==> src/rtl/edib_tx_sched.sv <==
// edib_tx_sched: round-robin scheduler for the shared EDIB M2 transmit channel.
// Each frame latches the winning requester's word, pulses tx_start, waits for
// tx_done (bounded by TIMEOUT_CYC), then enforces GAP_CYC idle cycles.
// Optional build macro: EDIB_TX_PRIO0_EN gives requester 0 strict priority
// over the round-robin pool.
//
// Handshake: req[i] is a level acting as "valid". It is held high until the
// one-cycle done[i] pulse, which acts as the "ready/accepted" return. A req
// still high after its done is treated as a fresh request. The transmitter
// side is tx_start (one-cycle command) answered by tx_done (one-cycle
// completion), and tx_done is only honoured while a frame is in WAIT.
module edib_tx_sched #(
   parameter int NREQ        = 3,
   parameter int TIMEOUT_CYC = 1024,
   parameter int GAP_CYC     = 4
) (
   input  logic                dsp_clkout,
   input  logic                reset,
   input  logic [NREQ-1:0]     req,
   input  logic [16*NREQ-1:0]  req_data,
   output logic [NREQ-1:0]     done,
   output logic [15:0]         tx_data,
   output logic                tx_start,
   input  logic                tx_done,
   output logic                busy,
   output logic [2:0]          cur_id,
   output logic                timeout_err,
   input  logic                clr_err,
   output logic [1:0]          state_dbg
);

   typedef enum logic [1:0] {
      S_IDLE  = 2'd0,
      S_ISSUE = 2'd1,
      S_WAIT  = 2'd2,
      S_GAP   = 2'd3
   } state_t;

   localparam int TW       = $clog2(TIMEOUT_CYC);
   localparam int GW       = (GAP_CYC > 1) ? $clog2(GAP_CYC) : 1;
   localparam int GAP_LAST = (GAP_CYC > 0) ? GAP_CYC - 1 : 0;

   state_t          state;
   state_t          state_nxt;
   logic [TW-1:0]   timer;
   logic [GW-1:0]   gap_cnt;
   logic [2:0]      last_ptr;
   logic            grant_valid;
   logic [2:0]      grant_id;
   logic            timer_hit;
   logic            frame_end;
   logic            timeout_hit;

   assign timer_hit   = (timer == TW'(TIMEOUT_CYC - 1));
   // tx_done has precedence over an expiry in the same cycle.
   assign frame_end   = (state == S_WAIT) && (tx_done || timer_hit);
   assign timeout_hit = (state == S_WAIT) && !tx_done && timer_hit;
   assign busy        = (state != S_IDLE);
   assign state_dbg   = state;

   // Arbiter: first request found scanning upward from the slot after the
   // last one served, wrapping; optionally requester 0 overrides the scan.
   always_comb begin
      int idx;
      grant_valid = 1'b0;
      grant_id    = 3'd0;
      idx         = 0;
      for (int off = 1; off <= NREQ; off++) begin
         idx = (int'(last_ptr) + off) % NREQ;
         if (!grant_valid && req[idx]) begin
            grant_valid = 1'b1;
            grant_id    = 3'(idx);
         end
      end
`ifdef EDIB_TX_PRIO0_EN
      if (req[0]) begin
         grant_valid = 1'b1;
         grant_id    = 3'd0;
      end
`else
`endif
   end

   // State register.
   always_ff @(posedge dsp_clkout) begin
      if (reset) state <= S_IDLE;
      else       state <= state_nxt;
   end

   // Next-state logic for the frame sequence.
   always_comb begin
      state_nxt = state;
      case (state)
         S_IDLE:  if (grant_valid) state_nxt = S_ISSUE;
         S_ISSUE: state_nxt = S_WAIT;
         S_WAIT:  if (frame_end) state_nxt = (GAP_CYC == 0) ? S_IDLE : S_GAP;
         S_GAP:   if (gap_cnt == GW'(GAP_LAST)) state_nxt = S_IDLE;
         default: state_nxt = S_IDLE;
      endcase
   end

   // Frame datapath: latched word/id, start and done pulses, timers, pointer.
   always_ff @(posedge dsp_clkout) begin
      if (reset) begin
         tx_data     <= 16'h0000;
         cur_id      <= 3'd0;
         tx_start    <= 1'b0;
         done        <= '0;
         timer       <= '0;
         gap_cnt     <= '0;
         last_ptr    <= 3'(NREQ - 1);
         timeout_err <= 1'b0;
      end else begin
         tx_start <= (state == S_ISSUE);
         done     <= '0;
         if (frame_end) begin
            done     <= {{(NREQ-1){1'b0}}, 1'b1} << cur_id;
            last_ptr <= cur_id;
         end
         if (state == S_IDLE && grant_valid) begin
            cur_id  <= grant_id;
            tx_data <= req_data[16*int'(grant_id) +: 16];
         end
         if (state == S_ISSUE)     timer <= '0;
         else if (state == S_WAIT) timer <= timer + 1'b1;
         if (state == S_WAIT)      gap_cnt <= '0;
         else if (state == S_GAP)  gap_cnt <= gap_cnt + 1'b1;
         // A new timeout outranks a simultaneous clear.
         if (timeout_hit)  timeout_err <= 1'b1;
         else if (clr_err) timeout_err <= 1'b0;
      end
   end

endmodule

==> config.mk <==
export PLATFORM = sky130hd
export DESIGN_NAME = edib_tx_sched
export DESIGN_NICKNAME = d
export VERILOG_FILES = /design/src/rtl/edib_tx_sched.sv
export SDC_FILE = /design/constraint.sdc
export NUM_CORES = 1
export LEC_CHECK = 0
export CELL_PAD_IN_SITES_DETAIL_PLACEMENT = 1
export CELL_PAD_IN_SITES_GLOBAL_PLACEMENT = 2
export CORE_ASPECT_RATIO = 1.75
export CORE_MARGIN = 4
export CORE_UTILIZATION = 28
export CTS_BUF_LIST = sky130_fd_sc_hd__clkbuf_8
export CTS_CLUSTER_SIZE = 40
export DETAILED_ROUTE_END_ITERATION = 10
export PLACE_DENSITY_LB_ADDON = 0.1
export SYNTH_ARGS = -nofsm -noshare
export SYNTH_HDL_FRONTEND = slang
export SYNTH_SLANG_ARGS = --single-unit
export TNS_END_PERCENT = 5
==> constraint.sdc <==
create_clock -name dsp_clkout -period 4.1 [get_ports dsp_clkout]
set_clock_uncertainty 0.05 [all_clocks]
set_input_delay 0.82 -clock dsp_clkout [delete_from_list [all_inputs] [get_ports dsp_clkout]]
set_output_delay 0.82 -clock dsp_clkout [all_outputs]
set_load 0.01 [all_outputs]
Word-level counts from Yosys, hierarchy flattened
Cells that the tools add are included.
- $add $sub $neg: 5
- div/mod/pow operators: 3
- magnitude comparators: 3
- equality and inequality tests: 8
- shift-type cells: 2
- multiplexer cells: 21
- bitwise operators: 1
- reduce and logical (&&, ||, !) cells: 17
- operator list (operator ; number):
    32-bit by 4-bit less-than comparator with 1-bit output (second input constant) ; 3
    32-bit by 3-bit remainder unit with 32-bit output (second input constant) ; 3
    48-bit by 8-bit variable part select with 16-bit output ; 1
    1-bit two-way mux ; 11
    10-bit by 1-bit adder with 10-bit output (second input constant) ; 1
    10-bit == test (second input constant) ; 1
    3-bit two-way mux ; 3
    3-bit by 2-bit adder with 4-bit output (second input constant) ; 2
    2-bit one-hot mux with 4 select lines ; 1
    1-bit binary-select mux with 2-bit select ; 3
    2-bit == test (second input constant) ; 3
    1-bit logical AND ; 6
    2-bit two-way mux ; 3
    2-bit != test (second input constant) ; 3
    2-bit OR reduction ; 3
    3-bit by 1-bit adder with 4-bit output (second input constant) ; 1
    2-bit nonzero test ; 2
    1-bit logical NOT ; 3
    3-bit AND reduction ; 1
    1-bit by 3-bit left shift with 3-bit output (first input constant) ; 1
    2-bit by 1-bit adder with 2-bit output (second input constant) ; 1
    2-bit by 1-bit == test with 1-bit output (second input constant) ; 1
    2-bit logical NOT ; 1
    1-bit logical OR ; 1
    1-bit inverter ; 1
- register bits after elaboration: 41
- input bits: 55
- output and inout port bits: 27
- logic and storage cells: 69

Depth between registers and ports, before layout
Gate-level depths: netlist of run 1.
- word-level depth: 14
- mapped depth: 20
- gate-level depth less buffers: 17

Least setup slack after synthesis of run 1
No wires, ideal clock.
- path type: reg2reg
- start point: reg last_ptr[0]
- end point: reg tx_data[0]
- setup time: 117 ps
- arrival time: 4154 ps
- data required time: 3933 ps
- slack: -221 ps
- stages on the path, launching flop included: 20
- path buffers: 2
- clock period less this slack: 4321 ps
- cells stage by stage: dfxtp_1 > buf_2 > inv_1 > ha_1 > xor2_2 > inv_2 > ha_1 > nand2b_1 > and4_4 > or3_4 > and2_4 > ha_1 > mux2i_1 > nor2_1 > o32a_1 > a221o_2 > a311oi_2 > nor4_4 > buf_6 > a32o_1
- longest elaborated chain between the ends: 13
- elaborated cells between the ends (all ways): 27
- those cells by class: add/sub: 3; div: 3; shift: 1; mux: 15; reduce/logical: 5
- RTL lines (element ; line ; text):
    start: declaration ; 47 ; logic [2:0] last_ptr;
    start signal: assignment ; 111 ; last_ptr <= 3'(NREQ - 1);
    start signal: assignment ; 118 ; last_ptr <= cur_id;
    3-bit by 1-bit adder with 4-bit output ; 69 ; idx = (int'(last_ptr) + off) % NREQ;
    32-bit by 3-bit remainder unit with 32-bit output ; 69 ;
    1-bit binary-select mux with 2-bit select ; 70 ; if (!grant_valid && req[idx]) begin
    1-bit two-way mux (implied by the code) (2 in a row) ; 70 ;
    1-bit two-way mux ; 70 ;
    1-bit logical NOT ; 70 ;
    1-bit logical AND ; 70 ;
    1-bit two-way mux ; 70 ;
    1-bit logical NOT ; 70 ;
    1-bit logical AND ; 70 ;
    3-bit two-way mux or 1-bit two-way mux (tied branches) ; 70 ;
    48-bit by 8-bit variable part select with 16-bit output or 1-bit logical AND (tied branches) ; 122, 120 ;
    end signal: assignment ; 122 ; tx_data <= req_data[16*int'(grant_id) +: 16];
    end: declaration ; 22 ; output logic [15:0] tx_data,
Several ways; a longest one is shown, not always the timed one. The select of a mux whose other input is x is not followed.
A chain may end at the register's enable or synchronous reset.

Worst setup path after layout of run 1
- start point: reg last_ptr[1]
- end point: reg tx_data[1]
Same word-level chain as after synthesis.

==> impl_metrics.env, run 1 <==
export IMPL_clockBufferDepth=2
export IMPL_yosysTopAreaCellShare=0.228
export IMPL_rsz0062_at_grt="true"
export IMPL_synth_area_mm2=0.00360
export IMPL_fin_crit_sh=0.984
export IMPL_die_area_mm2=0.0148
export IMPL_cp_cell_sequence="buf_4 > ha_4 > nand2b_4 > a311oi_4 > xnor2_2 > ha_2 > ha_2 > a21o_1 > a31oi_1 > buf_4 > nand3_2 > mux2_4 > and2_4 > a311oi_4 > clkbuf_16 > o221ai_2 > a32o_1"
export IMPL_reg2reg_to="tx_data[1]"
export IMPL_synth_warnings=0
export IMPL_vias=3726
export IMPL_finalPower_mw=2.90
export IMPL_status="finished clean"
export IMPL_wl_per_cell_um=18.5
export IMPL_max_freq_mhz=248
export IMPL_grt_pass1_vias=3890
export IMPL_initial_utilization=0.288
export IMPL_die_h_um=158
export IMPL_crit_type="reg -> reg"
export IMPL_nets=622
export IMPL_synthArstFlopShare=0
export IMPL_drtAntennaViolNets=0
export IMPL_syn_num_nets=504
export IMPL_dieWidth_um=93.7
export IMPL_cts_buffers=5
export IMPL_vias_per_cell=5.24
export IMPL_cts_hold_buffers_added=0
export IMPL_ys_top_cells_by_area="dfxtp_1 23%, ha_1 8.7%, a32o_1 4.5%"
export IMPL_reg2reg_depth=17
export IMPL_p_leak_nw=2.02
export IMPL_area_growth_pct=49.0
export IMPL_synth_top_area_cell="dfxtp_1"
export IMPL_drt_pass1_iterations=4
export IMPL_path_clk_slew_ns=0.09
export IMPL_cp_startpoint="last_ptr[1]"
export IMPL_diodes=0
export IMPL_post_route_drc_count=0
export IMPL_clk_latency_ns=0.30
export IMPL_crit_path_start_kind="flip-flop"
export IMPL_core_mm2=0.0125
export IMPL_layout_drive_gt1_share=0.250
export IMPL_fillers=1482
export IMPL_synth_seq_area_share=0.228
export IMPL_postLayoutCoreUtil=0.429
export IMPL_syn_area_per_cell_um2=8.48
export IMPL_worst_endpoint_arrival_ns=4.17
export IMPL_antenna_found_initial=0
export IMPL_io_pins=82
export IMPL_synth_cell_types=71
export IMPL_cpMaxStageDelayCell="a311oi_4"
export IMPL_maxCapViolations=0
export IMPL_worst_pin_slew_ns=0.530
export IMPL_finalSetupViolCount=0
export IMPL_slew_viol_final=0
export IMPL_root_buffer="clkbuf_8"
export IMPL_postRouteWirelength_um=13200
export IMPL_overflow=0
export IMPL_holdCritPathClass="reg -> reg"
export IMPL_cp_depth=17
export IMPL_syn_inst=424
export IMPL_power_per_cell_area_mw_per_mm2=542
export IMPL_r2r_start="last_ptr[1]"
export IMPL_path_max_fanout=8
export IMPL_ys_ff_latch=41
export IMPL_peakVddDrop_uv=219
export IMPL_synth_ff_type="dfxtp_1"
export IMPL_tritoncts="yes"
export IMPL_io_buffers=81
export IMPL_grt_max_degree=34
export IMPL_yosysMostFrequentCell="dfxtp_1"
export IMPL_reg2reg_slack_ns=0.07
export IMPL_htree_levels=2
export IMPL_worstSetupEndpointType="flip-flop"
export IMPL_grt_usage=0.168
export IMPL_clock_sinks=41
export IMPL_grt_first_pass_wirelength_um=19900
export IMPL_rows=54
export IMPL_max_slew_margin_rel=0.647
export IMPL_endpoint="tx_data[1]"
export IMPL_synth_top_cells_by_count="41 x dfxtp_1, 33 x nor2_1, 32 x nand2_1"
export IMPL_fin_crit_ns=4.03
export IMPL_drt_iter0_drc=164
export IMPL_critPathMaxStageDelay_ns=0.53
export IMPL_hold_viol_final=0
export IMPL_dp_hpwl_um=10100
export IMPL_worstPathRequired_ns=4.24
export IMPL_critical_path_buf_inv_count=3
export IMPL_critPathTopFamily="compound AO/OA/AOI/OAI gates"
export IMPL_synth_edff_count=0
export IMPL_globalplace_congestion=0.791
-- flip-flops by register name, summed over array words and instances, names as in the netlist --
| signal | flops |
|---|---|
| last_ptr | 3 |
| done | 3 |
| timer | 10 |
| cur_id | 3 |
| gap_cnt | 2 |
| timeout_err | 1 |
| tx_data | 16 |
| state_dbg | 2 |
| tx_start | 1 |
-- metal layers --
metal / wire length [µm] / track usage / part of all wire / vias to the layer above
met5: 0 / 0 / 0 / -
met4: 203 / 0.0420 / 0.015 / 0
met3: 499 / 0.0238 / 0.038 / 14
met2: 7480 / 0.334 / 0.57 / 70
met1: 4990 / 0.182 / 0.38 / 1792
li1: - / - / - / 1850
-- cell type report --
class                           instances  area, µm²  share of cell area
Clock buffer                            6       82.6              0.0154
Clock inverter                          2       13.8             0.00257
Inverter                               19       76.3              0.0142
Multi-Input combinational cell        336       2800               0.523
Sequential cell                        41        830               0.155
Tap cell                              168        210              0.0392
Timing Repair Buffer                  139       1340               0.251
-- layout by cell type, fill, tap and decap left out, types with 6 or more instances in the layout --
master / n
buf_4: 51
mux2i_1: 8
a21boi_0: 16
clkbuf_8: 6
a21oi_1: 7
ha_4: 6
clkdlybuf4s50_1: 81
xor2_1: 6
inv_1: 15
nand3_1: 6
o21ai_0: 10
dfxtp_1: 38
ha_1: 15
nand2_1: 32
nor2_1: 30
and4_1: 16
or3_1: 19
nor3_1: 10
o221ai_1: 6
a32o_1: 16
a31oi_1: 19
o221ai_2: 10
-- power breakdown --
| group | total [mW] | switching [mW] | internal (mW) | leakage, nW |
|---|---|---|---|---|
| clock | 0.284 | 0.147 | 0.137 | 0.0512 |
| combinational | 2.07 | 1.02 | 1.05 | 1.63 |
| sequential | 0.544 | 0.0647 | 0.480 | 0.336 |
| total | 2.90 | 1.23 | 1.67 | 2.02 |
-- cells by family after synthesis --
| group | after synthesis | share of synthesized area |
|---|---|---|
| AND/OR/NAND/NOR | 161 | 0.254 |
| buffers and inverters | 47 | 0.0665 |
| AO/OA/AOI/OAI | 127 | 0.301 |
| flip-flops | 41 | 0.228 |
| adder cells (fa/ha/maj) | 25 | 0.0870 |
| multiplexers | 9 | 0.0254 |
| XOR/XNOR | 14 | 0.0383 |
-- how the worst min path moves through the flow --
stage	end	startpoint	cells after the start
2_1_floorplan	timer[8]	timer[8]	2
6_report	tx_data[4]	tx_data[4]	1
3_5_place_dp	tx_data[14]	tx_data[14]	1
5_1_grt	tx_data[1]	tx_data[1]	1
4_1_cts	tx_data[14]	tx_data[14]	1
3_3_place_gp	tx_data[5]	tx_data[5]	1
-- per-stage QoR --
stage / cells / setup TNS [ns] / cell area [µm²] / hold slack, ns / setup WS (ns)
4_1_cts: 701 / 0 / 5050 / 0.424 / 0.00702
2_1_floorplan: 424 / 0 / 3640 / 0.404 / 0.00309
3_3_place_gp: 688 / -1.82 / 4860 / 0.398 / -0.116
3_5_place_dp: 688 / -3.98 / 4860 / 0.404 / -0.261
6_report: 711 / 0 / 5360 / 0.419 / 0.0671
5_1_grt: 711 / -2.06 / 5360 / 0.444 / -0.146
-- what timing repair did --
action,in CTS,in global routing
gates resized for setup,8,35
endpoints found under the setup margin,20,20
pin swaps,4,17
buffers inserted,5,9
gates cloned,0,2
No activity file was read; power rests on OpenSTA's default activity.
==> inputs of run 2 (changes only) <==
--- a/config.mk
+++ b/config.mk
@@ -14,6 +14,7 @@
 export CTS_CLUSTER_SIZE = 40
 export DETAILED_ROUTE_END_ITERATION = 10
 export PLACE_DENSITY_LB_ADDON = 0.1
+export SETUP_SLACK_MARGIN = 0.5
 export SYNTH_ARGS = -nofsm -noshare
 export SYNTH_HDL_FRONTEND = slang
 export SYNTH_SLANG_ARGS = --single-unit
==> run 2 against run 1 <==
Non-clock buffer count down 12. Critical path type unchanged. Fmax up 1.8%. Global-route usage grew 0.19 points. Final area shrank 2.0%. Register-to-register slack improved by 0.07 ns. Flip-flop and latch count unchanged. Hold slack better by 0.0054 ns. First-iteration DRC count is 38% lower. Final cell count fell by 1.7%. Sequential share of layout area grew 0.36 points. Via count grew 0.32%. Combinational power decreased by 4%.
==> impl_metrics.env, run 2 (synthesis gave the netlist of run 1 again) <==
export IMPL_critical_path_buf_inv_count=2
export IMPL_root_buffer="clkbuf_8"
export IMPL_post_route_drc_count=0
export IMPL_diodes=0
export IMPL_peakVddDrop_uv=234
export IMPL_postRouteWirelength_um=12900
export IMPL_power_per_cell_area_mw_per_mm2=537
export IMPL_vias_per_cell=5.35
export IMPL_finalSetupViolCount=0
export IMPL_cts_buffers=5
export IMPL_grt_pass1_vias=3867
export IMPL_largest_reg_flops=16
export IMPL_path_max_fanout=7
export IMPL_ff_latch_area_um2=832
export IMPL_layout_setup_ws_ns=0.137
export IMPL_clockBufferDepth=2
export IMPL_grt_first_pass_wirelength_um=19900
export IMPL_worst_endpoint_arrival_ns=4.10
export IMPL_rows=54
export IMPL_cpMaxStageDelayCell="dfxtp_4"
export IMPL_rsz0062_at_grt="true"
export IMPL_maxCapViolations=0
export IMPL_antenna_found_initial=0
export IMPL_path_clk_slew_ns=0.08
export IMPL_slew_viol_final=0
export IMPL_cp_cell_sequence="inv_4 > ha_2 > a21o_4 > nor2_4 > ha_4 > nand2b_4 > and4_4 > or3_4 > and2_4 > ha_4 > mux2i_1 > nor2_1 > o32a_1 > a221o_2 > a311oi_4 > nor4_4 > buf_4 > a32o_1"
export IMPL_crit_path_start_kind="flip-flop"
export IMPL_layout_commonest_cell="clkdlybuf4s50_1"
export IMPL_globalplace_congestion=0.857
export IMPL_finalNonFillerCells=699
export IMPL_p_leak_nw=1.94
export IMPL_clk_latency_ns=0.29
export IMPL_finalPower_mw=2.82
export IMPL_htree_levels=2
export IMPL_initial_utilization=0.288
export IMPL_overflow=0
export IMPL_fin_crit_sh=0.967
export IMPL_drtAntennaViolNets=0
export IMPL_wl_per_cell_um=18.4
export IMPL_area_growth_pct=46.0
export IMPL_drt_pass1_iterations=4
export IMPL_status="finished clean"
export IMPL_io_buffers=81
export IMPL_postLayoutCoreUtil=0.420
export IMPL_place_area_mm2=0.00481
export IMPL_layout_drive_gt1_share=0.230
export IMPL_tritoncts="yes"
export IMPL_fillers=1459
export IMPL_max_freq_mhz=252
export IMPL_worstPathRequired_ns=4.24
export IMPL_dp_hpwl_um=10100
export IMPL_core_mm2=0.0125
export IMPL_max_slew_margin_rel=0.587
export IMPL_regMostFlops="tx_data"
export IMPL_grt_max_degree=34
export IMPL_setup_tns_ns=0
export IMPL_critPathMaxStageDelay_ns=0.43
export IMPL_hold_viol_final=0
export IMPL_grt_usage=0.170
export IMPL_die_area_mm2=0.0148
export IMPL_critPathTopFamily="compound AO/OA/AOI/OAI gates"
export IMPL_multiInputGateArea_mm2=0.00278
export IMPL_worst_pin_slew_ns=0.620
export IMPL_post_place_ws_ns=-0.249
export IMPL_drt_iter0_drc=101
export IMPL_holdCritPathClass="reg -> reg"
export IMPL_clock_sinks=41
export IMPL_postLayoutCellArea_mm2=0.00525
export IMPL_worst_hold_slack_ns=0.424
export IMPL_fin_crit_ns=3.96
export IMPL_placed_cells=671
export IMPL_worstSetupEndpointType="flip-flop"
export IMPL_mostFrequentLayoutCells="81 x clkdlybuf4s50_1, 38 x dfxtp_1, 37 x buf_4"
export IMPL_top_regs="tx_data: 16 flops, timer: 10 flops"
export IMPL_io_pins=82
export IMPL_vias=3738
export IMPL_nets=610
export IMPL_crit_type="reg -> reg"
export IMPL_die_h_um=158
export IMPL_crit_top_cell="ha_4"
export IMPL_dieWidth_um=93.7
==> run 2: worst register-to-register path, stage by stage, from the launching register on <==
cell and delay, ns:
dfxtp_4 0.43, inv_4 0.07, ha_2 0.19, a21o_4 0.24, nor2_4 0.16, ha_4 0.18
nand2b_4 0.05, and4_4 0.15, or3_4 0.36, and2_4 0.16, ha_4 0.28, mux2i_1 0.18
nor2_1 0.07, o32a_1 0.16, a221o_2 0.36, a311oi_4 0.29, nor4_4 0.07, buf_4 0.17
a32o_1 0.24
==> run 2: worst paths after layout <==
kind                from    endpoint  slack, ns  depth (start not counted)
max reg2reg  last_ptr[1]  tx_data[6]       0.14                         18
max          last_ptr[1]  tx_data[6]       0.14                         18
min           tx_data[2]  tx_data[2]       0.42                          1
min reg2reg   tx_data[2]  tx_data[2]       0.42                          1
==> run 2: routing by layer <==
layer	GRT usage	part of all wire
met1	0.175	0.37
met2	0.345	0.57
met3	0.0281	0.042
met4	0.0461	0.022
met5	0	0
==> run 2: where the power goes <==
part | total [mW] | internal (mW) | leakage, nW | switching, mW
registers | 0.547 | 0.479 | 0.336 | 0.0678
clock network | 0.295 | 0.152 | 0.0542 | 0.142
logic | 1.98 | 0.981 | 1.55 | 1.00
total | 2.82 | 1.61 | 1.94 | 1.21
==> run 2: repair_timing <==
item                       4_1_cts  5_1_grt
pin swaps                       11        9
gates resized for setup         10       26
setup buffers                   14        5
gates cloned                     1        0
setup endpoints to repair       21       21
hold buffers                     0        0
==> run 2: final cells by class <==
class                      count  share of cell area
clock buffer                   7              0.0183
multi-input combinational    336               0.529
tap                          168              0.0400
clock inverter                 1            0.000953
inverter                      19              0.0155
timing repair buffer         127               0.238
sequential                    41               0.158
==> inputs of run 3 (changes only) <==
--- a/config.mk
+++ b/config.mk
@@ -13,7 +13,7 @@
 export CTS_BUF_LIST = sky130_fd_sc_hd__clkbuf_8
 export CTS_CLUSTER_SIZE = 40
 export DETAILED_ROUTE_END_ITERATION = 10
-export PLACE_DENSITY_LB_ADDON = 0.1
+export PLACE_DENSITY = 0.85
 export SETUP_SLACK_MARGIN = 0.5
 export SYNTH_ARGS = -nofsm -noshare
 export SYNTH_HDL_FRONTEND = slang
==> run 3 against run 2 <==
Via count is 2.3% higher. Total power increased by 4.3%. Count of clock-buffer cells in the layout fell by 2. First-iteration DRC count grew 21%. Register-to-register slack got worse by 0.03 ns. Final area up 3.3%. Fmax down 0.79%. Critical path type unchanged. Critical endpoint is now tx_data[10]. Highest routed layer unchanged.
==> impl_metrics.env, run 3 (synthesis gave the netlist of run 1 again) <==
export IMPL_layout_drive_gt1_share=0.251
export IMPL_largest_reg_flops=16
export IMPL_finalSetupViolCount=0
export IMPL_layout_commonest_cell="clkdlybuf4s50_1"
export IMPL_area_growth_pct=50.9
export IMPL_maxCapViolations=0
export IMPL_dp_hpwl_um=10000
export IMPL_max_slew_margin_rel=0.582
export IMPL_placed_cells=674
export IMPL_wl_per_cell_um=19.0
export IMPL_max_freq_mhz=250
export IMPL_hold_viol_final=0
export IMPL_clockBufferDepth=2
export IMPL_slew_viol_final=0
export IMPL_initial_utilization=0.288
export IMPL_io_buffers=81
export IMPL_root_buffer="clkbuf_8"
export IMPL_die_h_um=158
export IMPL_regMostFlops="tx_data"
export IMPL_mostFrequentLayoutCells="81 x clkdlybuf4s50_1, 48 x buf_4, 38 x dfxtp_1"
export IMPL_vias_per_cell=5.39
export IMPL_postRouteWirelength_um=13500
export IMPL_gr_usage_met3=0.0166
export IMPL_tritoncts="yes"
export IMPL_crit_type="reg -> reg"
export IMPL_dieWidth_um=93.7
export IMPL_post_route_drc_count=0
export IMPL_cts_hold_buffers_added=0
export IMPL_top_regs="tx_data: 16 flops, timer: 10 flops"
export IMPL_core_mm2=0.0125
export IMPL_io_pins=82
export IMPL_power_per_cell_area_mw_per_mm2=542
export IMPL_drt_pass1_iterations=4
export IMPL_diodes=0
export IMPL_antenna_found_initial=0
export IMPL_holdCritPathClass="reg -> reg"
export IMPL_rsz0062_at_grt="true"
export IMPL_overflow=0
export IMPL_globalplace_congestion=0.889
export IMPL_crit_path_start_kind="flip-flop"
export IMPL_grt_usage=0.170
export IMPL_rows=54
export IMPL_fillers=1444
export IMPL_ff_latch_area_um2=832
export IMPL_multiInputGateArea_mm2=0.00284
export IMPL_top_usage_layer="met2"
export IMPL_worst_endpoint_arrival_ns=4.12
export IMPL_vias=3825
export IMPL_peakVddDrop_uv=313
export IMPL_clock_sinks=41
export IMPL_clk_latency_ns=0.29
export IMPL_path_clk_slew_ns=0.08
export IMPL_fin_crit_sh=0.974
export IMPL_setup_tns_ns=0
export IMPL_worstSetupEndpointType="flip-flop"
export IMPL_drtAntennaViolNets=0
export IMPL_cts_buffers=5
export IMPL_met1_usage=0.177
export IMPL_status="finished clean"
export IMPL_finalNonFillerCells=709
export IMPL_use_met2=0.340
export IMPL_die_area_mm2=0.0148
export IMPL_path_max_fanout=16
export IMPL_drt_iter0_drc=122
export IMPL_htree_levels=2
export IMPL_grt_max_degree=34
export IMPL_nets=621
export IMPL_fin_crit_ns=3.99
export IMPL_p_leak_nw=2.04
export IMPL_grt_first_pass_wirelength_um=20000
export IMPL_grt_pass1_vias=3930
export IMPL_worst_pin_slew_ns=0.628
export IMPL_worstPathRequired_ns=4.22
[run 3: cell types whose count changed in the layout (fill, tap and decap cells not counted), moves of 2 or more]
cell,before,now
buf_4,37,48
clkbuf_8,7,5
nor3_1,8,10
nor3_2,3,1
o221ai_1,8,5
o221ai_2,8,11
[run 3: final timing paths]
path | from | to | slack (ns) | depth (start not counted)
worst max-delay path | last_ptr[1] | tx_data[10] | 0.11 | 17
worst min-delay path | tx_data[13] | tx_data[13] | 0.43 | 1
worst max register to register | last_ptr[1] | tx_data[10] | 0.11 | 17
worst min register to register | tx_data[13] | tx_data[13] | 0.43 | 1
[run 3: metal layers]
layer / wire length, µm / vias to the layer above
met4: 449 / 0
met2: 7600 / 87
li1: - / 1848
met1: 4960 / 1861
met3: 446 / 29
met5: 0 / -
[run 3: metrics by stage]
stage,util,setup slack [ns],power [mW],cell area (µm²),hold WS (ns)
4_1_cts,0.412,0.0777,2.82,5150,0.425
2_1_floorplan,-,0.163,1.76,3720,0.404
5_1_grt,0.434,-0.0417,3.14,5430,0.446
3_3_place_gp,0.385,-0.0402,2.26,4820,0.397
6_report,0.434,0.105,2.94,5430,0.429
3_5_place_dp,0.385,-0.202,2.31,4820,0.408
[run 3: what timing repair did]
item	4_1_cts	5_1_grt
buffers inserted	11	15
setup endpoints to repair	21	21
pin swaps	11	19
resized for setup	18	26
cloned	1	1
[run 3: where the power goes]
part | switching, mW | internal (mW)
Combinational | 1.05 | 1.03
Sequential | 0.0694 | 0.479
Clock | 0.136 | 0.177
[run 3: final cells by class]
type                       instances  share of cell area
clock buffer                       5              0.0127
inverter                          19              0.0164
multi-input combinational        336               0.524
tap                              168              0.0387
sequential                        41               0.153
timing repair buffer             138               0.248
clock inverter                     2             0.00646
[run 3: critical path, stage by stage, from the launching register on]
cell and delay, ns:
dfxtp_4 0.40, buf_4 0.16, ha_2 0.19, nand2b_4 0.15, a311oi_4 0.31, xnor2_2 0.10
ha_1 0.19, ha_2 0.19, a21o_1 0.18, a31oi_4 0.20, nand3_1 0.10, mux2_4 0.32
a211oi_4 0.26, a311oi_4 0.09, buf_4 0.20, buf_16 0.14, or3_4 0.36, a32o_1 0.26
